$ cat src/rtl/gcn_edge_aggregator.sv
// GCN edge aggregator: steers the FM·W row address from the current COO edge and
// accumulates fetched rows, with saturation, into a per-node A·FM·W memory.
module gcn_edge_aggregator #(
  parameter int COO_EDGES = 6,
  parameter int COO_BW    = $clog2(COO_EDGES),
  parameter int NODES     = 4,
  parameter int NODE_BW   = $clog2(NODES),
  parameter int FEATURES  = 3,
  parameter int DATA_W    = 16,
  parameter int ACC_W     = 20
) (
  input  logic                         clk,
  input  logic                         reset,
  input  logic                         clear,
  input  logic                         read_fm_wm_adj,
  input  logic                         read_fm_wm,
  input  logic                         enable_write_fm_wm_adj_prod,
  input  logic                         enable_edge_counter,
  input  logic [NODE_BW-1:0]           coo_src,
  input  logic [NODE_BW-1:0]           coo_dst,
  input  logic [FEATURES*DATA_W-1:0]   fm_wm_row,
  input  logic [NODE_BW-1:0]           rd_node,
  output logic [COO_BW-1:0]            edge_count,
  output logic [NODE_BW-1:0]           fm_wm_addr,
  output logic [FEATURES*ACC_W-1:0]    rd_data,
  output logic                         protocol_err
);

  logic [COO_BW-1:0]          edge_count_q, edge_count_d;
  logic                       err_q, err_d;
  logic [FEATURES*ACC_W-1:0]  rd_data_q, rd_data_d;
  logic signed [ACC_W-1:0]    acc_q [NODES][FEATURES];
  logic signed [ACC_W-1:0]    acc_d [NODES][FEATURES];

  logic [NODE_BW-1:0] target;
  logic [31:0]        target_wide;
  logic               wr_req, range_err, err_now, self_loop, do_write;

  function automatic logic signed [ACC_W-1:0] sat_add(
    input logic signed [ACC_W-1:0]  a,
    input logic signed [DATA_W-1:0] b
  );
    logic [ACC_W:0] s;
    s = {a[ACC_W-1], a} + {{(ACC_W+1-DATA_W){b[DATA_W-1]}}, b};
    // Sign bits disagree only on overflow; the carry-out bit gives the direction.
    if (s[ACC_W] != s[ACC_W-1])
      return s[ACC_W] ? {1'b1, {(ACC_W-1){1'b0}}} : {1'b0, {(ACC_W-1){1'b1}}};
    return s[ACC_W-1:0];
  endfunction

  always_comb begin
    fm_wm_addr  = read_fm_wm_adj ? coo_src : (read_fm_wm ? coo_dst : '0);
    target      = read_fm_wm_adj ? coo_dst : coo_src;
    target_wide = 32'(target);
    wr_req      = enable_write_fm_wm_adj_prod & (read_fm_wm_adj ^ read_fm_wm);
    range_err   = wr_req && (target_wide >= 32'(NODES));
    err_now     = (read_fm_wm_adj & read_fm_wm)
                | (enable_write_fm_wm_adj_prod & ~read_fm_wm_adj & ~read_fm_wm)
                | (enable_edge_counter & (read_fm_wm_adj | read_fm_wm | enable_write_fm_wm_adj_prod))
                | range_err;
    self_loop   = read_fm_wm & (coo_src == coo_dst);
    do_write    = wr_req & ~err_now & ~self_loop;
    err_d       = err_q | err_now;

    edge_count_d = edge_count_q;
    if (enable_edge_counter)
      edge_count_d = (edge_count_q == COO_BW'(COO_EDGES - 1)) ? '0 : edge_count_q + COO_BW'(1);

    acc_d     = acc_q;
    rd_data_d = '0;
    for (int unsigned n = 0; n < NODES; n++) begin
      for (int unsigned f = 0; f < FEATURES; f++) begin
        if (do_write && target == NODE_BW'(n))
          acc_d[n][f] = sat_add(acc_q[n][f], fm_wm_row[f*DATA_W +: DATA_W]);
        if (rd_node == NODE_BW'(n))
          rd_data_d[f*ACC_W +: ACC_W] = acc_q[n][f];
      end
    end
  end

  always_ff @(posedge clk or negedge reset) begin
    if (!reset) begin
      edge_count_q <= '0;
      err_q        <= 1'b0;
      rd_data_q    <= '0;
      for (int unsigned n = 0; n < NODES; n++)
        for (int unsigned f = 0; f < FEATURES; f++)
          acc_q[n][f] <= '0;
    end else if (clear) begin
      edge_count_q <= '0;
      err_q        <= 1'b0;
      rd_data_q    <= '0;
      for (int unsigned n = 0; n < NODES; n++)
        for (int unsigned f = 0; f < FEATURES; f++)
          acc_q[n][f] <= '0;
    end else begin
      edge_count_q <= edge_count_d;
      err_q        <= err_d;
      rd_data_q    <= rd_data_d;
      for (int unsigned n = 0; n < NODES; n++)
        for (int unsigned f = 0; f < FEATURES; f++)
          acc_q[n][f] <= acc_d[n][f];
    end
  end

  assign edge_count   = edge_count_q;
  assign protocol_err = err_q;
  assign rd_data      = rd_data_q;

endmodule

$ cat config.mk
export PLATFORM = sky130hd
export DESIGN_NAME = gcn_edge_aggregator
export DESIGN_NICKNAME = d
export VERILOG_FILES = /design/src/rtl/gcn_edge_aggregator.sv
export SDC_FILE = /design/constraint.sdc
export NUM_CORES = 1
export LEC_CHECK = 0
export CORE_MARGIN = 2
export CORE_UTILIZATION = 53
export DETAILED_ROUTE_END_ITERATION = 8
export GPL_TIMING_DRIVEN = 1
export PLACE_DENSITY = 0.83
export REMOVE_ABC_BUFFERS = 1
export SLEW_MARGIN = 0
export SYNTH_ARGS = -nofsm -noshare
export SYNTH_HDL_FRONTEND = slang
export SYNTH_SLANG_ARGS = --single-unit
$ cat constraint.sdc
create_clock -name clk -period 11.02 [get_ports clk]
set_input_delay 2.755 -clock clk [delete_from_list [all_inputs] [get_ports clk]]
set_output_delay 2.755 -clock clk [all_outputs]
set_load 0.01 [all_outputs]
; ---- After elaboration in Yosys (flattened, before gate mapping)
; Index checks and enable logic that the tools add are counted.
[word_totals]
register_bits = 304
[op_classes]
addsub = 13
eq_ne = 20
mux = 93
bitwise_logic = 18
n_reduce_logical = 11
[ops]
columns = op, n
row1 = $mux 20, 60
row2 = $add 20x16->21, 12
row3 = $mux 240, 1
row4 = $mux 60, 1
row5 = $mux 1, 25
row6 = $ne 1x1->1, 12
row7 = $reduce_bool 2->1, 5
row8 = $mux 3, 3
row9 = $and 1x1->1, 8
row10 = $eq 2x2->1 const B, 4
row11 = $mux 2, 3
row12 = $or 1x1->1, 5
row13 = $eq 2x1->1 const B, 2
row14 = $logic_and 1x1->1, 4
row15 = $logic_not 2->1, 2
row16 = $not 1->1, 4
row17 = $add 3x1->3 const B, 1
row18 = $eq 3x3->1 const B, 1
row19 = $eq 2x2->1, 1
row20 = $xor 1x1->1, 1

; ---- Longest topological paths before layout
; Gate-level depths: netlist of the first run.
[logic_depth]
word_depth = 13
ltp_mapped = 15

; ---- Worst setup path before layout of the first run
; OpenSTA, ideal clock, no wires.
[synth_path]
path_type = input-to-reg
from = input port fm_wm_row[2]
to = register acc_q[101] (netlist name)
setup_time_ps = 83
t_arrival_ps = 6254
t_required_ps = 10937
setup_slack_ps = 4683
path_stages = 14
n_path_buf = 1
cell_sequence = ha_1 -> and3_4 -> a2111oi_4 -> a211oi_1 -> o41a_1 -> a31o_1 -> a211o_1 -> a21o_1 -> xor2_1 -> ha_1 -> and3_1 -> a221o_1 -> buf_2 -> o21ai_0
[synth_via]
elab_chain_len = 7
elab_cells_between_ends = 9
classes_between = add/sub: 1 / eq/ne: 1 / mux: 7
[synth_rtl]
columns = item, line_no
row1 = "start, declared", 21  ; input logic [FEATURES*DATA_W-1:0] fm_wm_row,
row2 = $add 20x16->21 *, 44  ; s = {a[ACC_W-1], a} + {{(ACC_W+1-DATA_W){b[DATA_W-1]}}, b};
row3 = $ne 1x1->1, 46  ; if (s[ACC_W] != s[ACC_W-1])
row4 = $mux 1, 46
row5 = $mux 1, 73  ; if (do_write && target == NODE_BW'(n))
row6 = $mux 20 *, 48  ; return s[ACC_W-1:0];
row7 = $mux 20 *, 73
row8 = $mux 240 *, 89  ; end else if (clear) begin
row9 = "end signal, assigned by index", 102  ; acc_q[n][f] <= acc_d[n][f];
row10 = "end, declared", 32  ; logic signed [ACC_W-1:0] acc_q [NODES][FEATURES];
; Every way passes the cells marked *; elsewhere a longest branch is shown, timed or not. The select of a mux whose other input is x is not followed.
; A chain may end at the register's enable or synchronous reset.

; ---- Worst setup path after layout of the first run
[layout_path]
from = input port fm_wm_row[17]
to = register acc_q[21] (netlist name)
; Same word-level chain as after synthesis.

==> reports/qor.yml, run 1 <==
clock_network:
  cts-root-buf: "clkbuf_16"
  cts_sinks: 304
  clk_pin_slew_ps: 60
  cts_tree: "yes"
  htreeDepth: 2
  ctsHoldBuffers: 0
  cts_setup_buffers: 0
  cts_max_path_buffers: 3
  cts_resized: 0
  insertion_delay_ps: 560
  cts_buffers: 37
cells_and_area:
  final_nets: 3177
  drive_gt1_share_pct: 6.804
  n_fill_cell: 3736
  syn2layout_area_growth_pct: 12.11
  seq_area_sq_um: 7607
  num_antenna_cells: 0
  fin_area_sq_um: 27430
  multi_input_area_sq_um: 16300
outcome:
  status: "finished, final reports clean"
flow_run:
  cap_violations: 0
detailed_routing:
  antenna_left: 0
  num_vias: 22217
  first_iter_violations: 2541
  drt-total-wl_mm: 66.16
  drc: 0
  wl_per_cell_um: 19.09
  firstDrtPassIters: 5
  via_per_inst: 6.410
synth:
  netlist_area_sq_um: 24470
  synthXorXnorAreaFrac_pct: 5.476
  ys.warnings.count: 0
  synth.area.mux_share_pct: 6.330
  ys_seq_area_share_pct: 31.09
  synth_cell_types: 85
  syn_area_per_cell_sq_um: 8.882
  synthSimpleGateAreaFrac_pct: 17.49
  synth_cells: 2755
  ys_top_cells_by_count: "nand2_1 (325), dfrtp_1 (304), nor2_1 (300)"
  synthArstFlopShare_pct: 100.0
  synth_fa_ha_area_share_pct: 14.43
  yosysMostFrequentCell: "nand2_1"
  yosys_register_bits: 304
  synth_top_family_by_area: "compound AO/OA/AOI/OAI gates"
  synth_compound_area_share_pct: 22.65
  synth_flop_cell: "dfrtp_1"
  synth_area_leader_cell: "dfrtp_1"
  synth_area_leaders: "dfrtp_1 (31%), ha_1 (13%), mux4_2 (5.5%)"
  yosys.area.top_type_share_pct: 31.09
  synth-edff-count: 0
placed_design:
  place_area_sq_um: 26250
  gp_congestion: 0.9356
  place_hpwl_mm: 47.53
  pre_cts_ws_ps: 2677
  port_buffers: 126
sta:
  min_period_ps: 7910
  setup_viol: 0
  worst_pin_slew_ps: 1133
  finalSetupTns_ps: 0
  rsz0062_at_grt: "no"
  maxSlewHeadroom_pct: 24.02
  final_hold_viol_count: 0
  fin_crit_sh_pct: 71.78
  setup_slack_ps: 3110
  slew_viol_final: 0
  fmax_mhz: 126.4
  clock-skew-final_ps: 21.97
setup_path:
  path_depth: 14
  rr_worst_depth: 13
  crit_required_ps: 11400
  path_cells: "clkdlybuf4s50_1, ha_1, a21o_1, nand4_1, a21oi_1, a2111oi_0, nor4_1, o211ai_1, a21oi_1, or3_1, ha_1, nand4b_1, o31ai_2, o21ai_0"
  cp-end-kind: "register"
  worst_path_largest_cell_delay_ps: 940
  crit_arrival_ps: 8290
  crit_slowest_cell: "o31ai_2"
  cp_num_buf_inv: 1
  critPathKind: "in -> reg"
  startpoint_type: "input pin"
  path_delay_family: "compound AO/OA/AOI/OAI gates"
  path_max_fanout: 22
floorplan:
  start_util_pct: 53.81
  dieHeight_um: 218.9
  io_pins: 127
  die_area_sq_um: 47910
  rows: 78
  fp.dieW_um: 218.9
  core_area_sq_um: 45480
hold_path:
  hold_depth: 2
  hold_class: "reg -> reg"
global_route:
  first_global_vias: 22104
  antenna_found_initial: 0
  grt_util_all_layers_pct: 27.82
  grt.overflow.total: 0
  grt_pass1_wl_mm: 108.7
  grt_max_degree: 161
pwr:
  max-vdd-ir-drop_mv: 0.1024
  p_leak_nw: 13.18
  power_density_nw_per_um2: 106.4
## per-layer routing
| layer | track usage (%) | up-vias | routed length [um] |
|---|---|---|---|
| met4 | 11.89 | 0 | 2452 |
| met1 | 35.95 | 10768 | 27750 |
| met5 | 0 | - | 0 |
| li1 | - | 10296 | - |
| met3 | 4.699 | 208 | 4820 |
| met2 | 46.11 | 945 | 31140 |
## kinds of logic after synthesis
family / after synthesis
fa+ha+maj: 275
flops: 304
buf+inv: 155
compound gates: 852
simple gates: 937
mux: 79
xor+xnor: 153
## report_power, final
group | total (mW) | internal [mW] | switching (mW)
sequential | 1.15 | 1.13 | 0.0160
combinational | 0.534 | 0.201 | 0.333
clock | 1.23 | 0.726 | 0.508
## worst paths after layout
check	slack, ps	to	startpoint
worst max-delay path	3110	acc_q[21]$_DFFE_PN0P_	fm_wm_row[17]
worst min-delay path	510	acc_q[44]$_DFFE_PN0P_	acc_q[44]$_DFFE_PN0P_
worst max register to register	5640	acc_q[21]$_DFFE_PN0P_	acc_q[23]$_DFFE_PN0P_
worst min register to register	510	acc_q[44]$_DFFE_PN0P_	acc_q[44]$_DFFE_PN0P_
max in group asynchronous	7440	acc_q[1]$_DFFE_PN0P_	reset
min in group asynchronous	2180	acc_q[157]$_DFFE_PN0P_	reset
## cell type report
| cell class | instances | share of cell area [%] |
|---|---|---|
| Clock inverter | 10 | 0.3785 |
| Clock buffer | 54 | 3.945 |
| Sequential cell | 304 | 27.73 |
| Timing Repair Buffer | 135 | 4.871 |
| Multi-Input combinational cell | 2296 | 59.42 |
| Tap cell | 600 | 2.736 |
| Inverter | 67 | 0.9167 |
## stage by stage
stage / utilization, % / hold slack, ps / power (mW) / instances
after global routing: 60.32 / 528.6 / 3.031 / 3466
after global placement: 57.71 / 486.2 / 1.668 / 3402
final: 60.32 / 506.8 / 2.918 / 3466
after detailed placement: 57.71 / 495.7 / 1.692 / 3402
after floorplan: - / 469.3 / 1.503 / 2667
after CTS: 60.32 / 508.0 / 2.925 / 3466
## state kept, by name (all words and copies together), names as in the netlist
register and cells:
acc_q 240, edge_count 3, rd_data 60, protocol_err 1
## worst register-to-register path, cell delays in order, from the launching register on
cell and delay, ps:
dfrtp_1 450, ha_1 390, a21o_1 220, nand2_1 110, a21oi_1 100, a2111oi_0 690, nor4_1 180, o211ai_1 340
a21oi_1 140, or3_1 390, ha_1 730, nand4b_1 230, o31ai_2 940, o21ai_0 270
## layout by cell type (no fill, tap or decap), types with 77 or more instances in the layout
cell	count
nand2_1	325
dfrtp_1	304
nor2_1	300
o21ai_0	267
ha_1	263
a21oi_1	189
clkdlybuf4s50_1	122
xnor2_1	91
nor2b_1	87
a21o_1	77
(Power assumes the default switching activity.)
==> run 2: changes to the inputs <==
==> constraint.sdc (replaced) <==
create_clock -name clk -period 7.4 [get_ports clk]
set_input_delay 1.85 -clock clk [delete_from_list [all_inputs] [get_ports clk]]
set_output_delay 1.85 -clock clk [all_outputs]
set_load 0.01 [all_outputs]
==> run 2 against run 1 <==
- first-iteration DRC count decreased by 21%
- clock power increased by 49%
- flip-flop and latch count unchanged
==> reports/qor.yml, run 2 (synthesis results as in run 1) <==
clock_network:
  cts_tree: "yes"
  clk_pin_slew_ps: 60
  cts-root-buf: "clkbuf_16"
  cts_max_path_buffers: 3
  cts_sinks: 304
  insertion_delay_ps: 570
  ctsHoldBuffers: 0
  cts_setup_buffers: 0
  htreeDepth: 2
  cts_buffers: 37
  cts_resized: 0
sta:
  worst_pin_slew_ps: 968.5
  min_period_ps: 6219
  final_hold_viol_count: 0
  maxSlewHeadroom_pct: 35.43
  setup_slack_ps: 1181
  slew_viol_final: 0
  fmax_mhz: 160.8
  hold_ws_ps: 511.4
  rsz0062_at_grt: "no"
  clock-skew-final_ps: 24.45
  finalSetupTns_ps: 0
  fin_crit_sh_pct: 84.04
  setup_viol: 0
floorplan:
  fp.dieW_um: 218.9
  start_util_pct: 53.81
  rows: 78
  dieHeight_um: 218.9
  die_area_sq_um: 47910
  io_pins: 127
  core_area_sq_um: 45480
setup_path:
  critPathKind: "in -> reg"
  crit_top_cell: "o21ai_0"
  worstSetupStartpoint: "fm_wm_row[1]"
  cp-end-kind: "register"
  r2r-start: "acc_q[200]$_DFFE_PN0P_"
  crit_arrival_ps: 6640
  crit_required_ps: 7820
  crit_slowest_cell: "clkdlybuf4s50_1"
  path_max_fanout: 23
  worst_path_largest_cell_delay_ps: 690
  startpoint_type: "input pin"
  path_cells: "clkdlybuf4s50_1, fa_1, a211oi_1, nor2_1, o311ai_0, o22ai_1, a2111oi_4, o21ai_0, o21ai_0, ha_1, a31oi_1, nand2_1, o21ai_0"
placed_design:
  port_buffers: 126
  dp_cells: 3415
  place_hpwl_mm: 48.09
  gp_congestion: 0.9715
  place_area_sq_um: 26350
  pre_cts_ws_ps: 645.5
cells_and_area:
  largest_reg_flops: 240
  final_nets: 3190
  regMostFlops: "acc_q"
  layout_commonest_cell: "nand2_1"
  syn2layout_area_growth_pct: 12.53
  fin_area_sq_um: 27540
  final_util_pct: 60.55
  final_cells: 3478
  num_antenna_cells: 0
  final_cell_mix: "nand2_1 (325), dfrtp_1 (304), nor2_1 (300)"
  drive_gt1_share_pct: 7.366
pwr:
  p_leak_nw: 13.23
  p_comb_share_pct: 18.4
  power.internal_mw: 3.054
  clkPwrFrac_pct: 42.1
  switchingPower_mw: 1.279
  power_density_nw_per_um2: 157.3
  power_mw: 4.332
  swShare_pct: 29.51
  max-vdd-ir-drop_mv: 0.1227
  p_seq_share_pct: 39.5
global_route:
  grt_pass1_wl_mm: 107.6
  antenna_found_initial: 0
  grt.overflow.total: 0
  grt_util_all_layers_pct: 27.57
  grt_max_degree: 124
  first_global_vias: 21442
detailed_routing:
  drc: 0
  firstDrtPassIters: 5
  drt-total-wl_mm: 65.46
  first_iter_violations: 2000
  wl_per_cell_um: 18.82
  num_vias: 21664
  antenna_left: 0
  via_per_inst: 6.229
outcome:
  status: "finished, final reports clean"
flow_run:
  cap_violations: 0
hold_path:
  hold_class: "reg -> reg"
  hp-start: "acc_q[146]$_DFFE_PN0P_"
## run 2: cell count changes in the layout (fill, tap and decap cells not counted)
cell,delta
clkinv_2,-1
clkinvlp_4,+3
clkbuf_8,+2
buf_4,+13
clkbuf_16,-2
inv_6,+1
inv_16,+1
clkbuf_1,-5
## run 2: final timing paths
path,end,slack [ps],cells after the start
max,acc_q[45]$_DFFE_PN0P_,1180,13
min,acc_q[146]$_DFFE_PN0P_,510,2
max reg2reg,acc_q[217]$_DFFE_PN0P_,2670,13
min reg2reg,acc_q[146]$_DFFE_PN0P_,510,2
max in group asynchronous,acc_q[3]$_DFFE_PN0P_,4530,2
min in group asynchronous,rd_data[35]$_DFF_PN0_,1380,1
## run 2: layout make-up
class                      count  area, sq um
sequential                   304         7607
inverter                      67        251.5
tap                          600        750.7
clock buffer                  49         1041
multi-input combinational   2296        16300
fill                        3762        17940
clock inverter                14        150.1
timing repair buffer         148         1434
## run 2: worst max-delay path, delay by kind of cell
family	cells	cell delay [ps]
AOI/OAI and AO/OA	8	2290
adders and majority gates	2	1280
buffers and inverters	1	690
and+or+nand+nor	2	500
## run 2: power by group through the flow
stage	sequential (mW)	clock (mW)	combinational, mW
floorplan	1.73	0	0.505
detailed placement	1.74	0	0.785
finish	1.71	1.83	0.796
CTS	1.71	1.85	0.790
global placement	1.74	0	0.753
global route	1.71	1.92	0.883
## run 2: layer usage
layer	wire length, um	global-route usage (%)	part of all wire (%)
met1	28340	36.41	43
met2	30980	46.43	47
met3	4113	4.338	6.3
met4	2019	8.784	3.1
met5	0	0	0
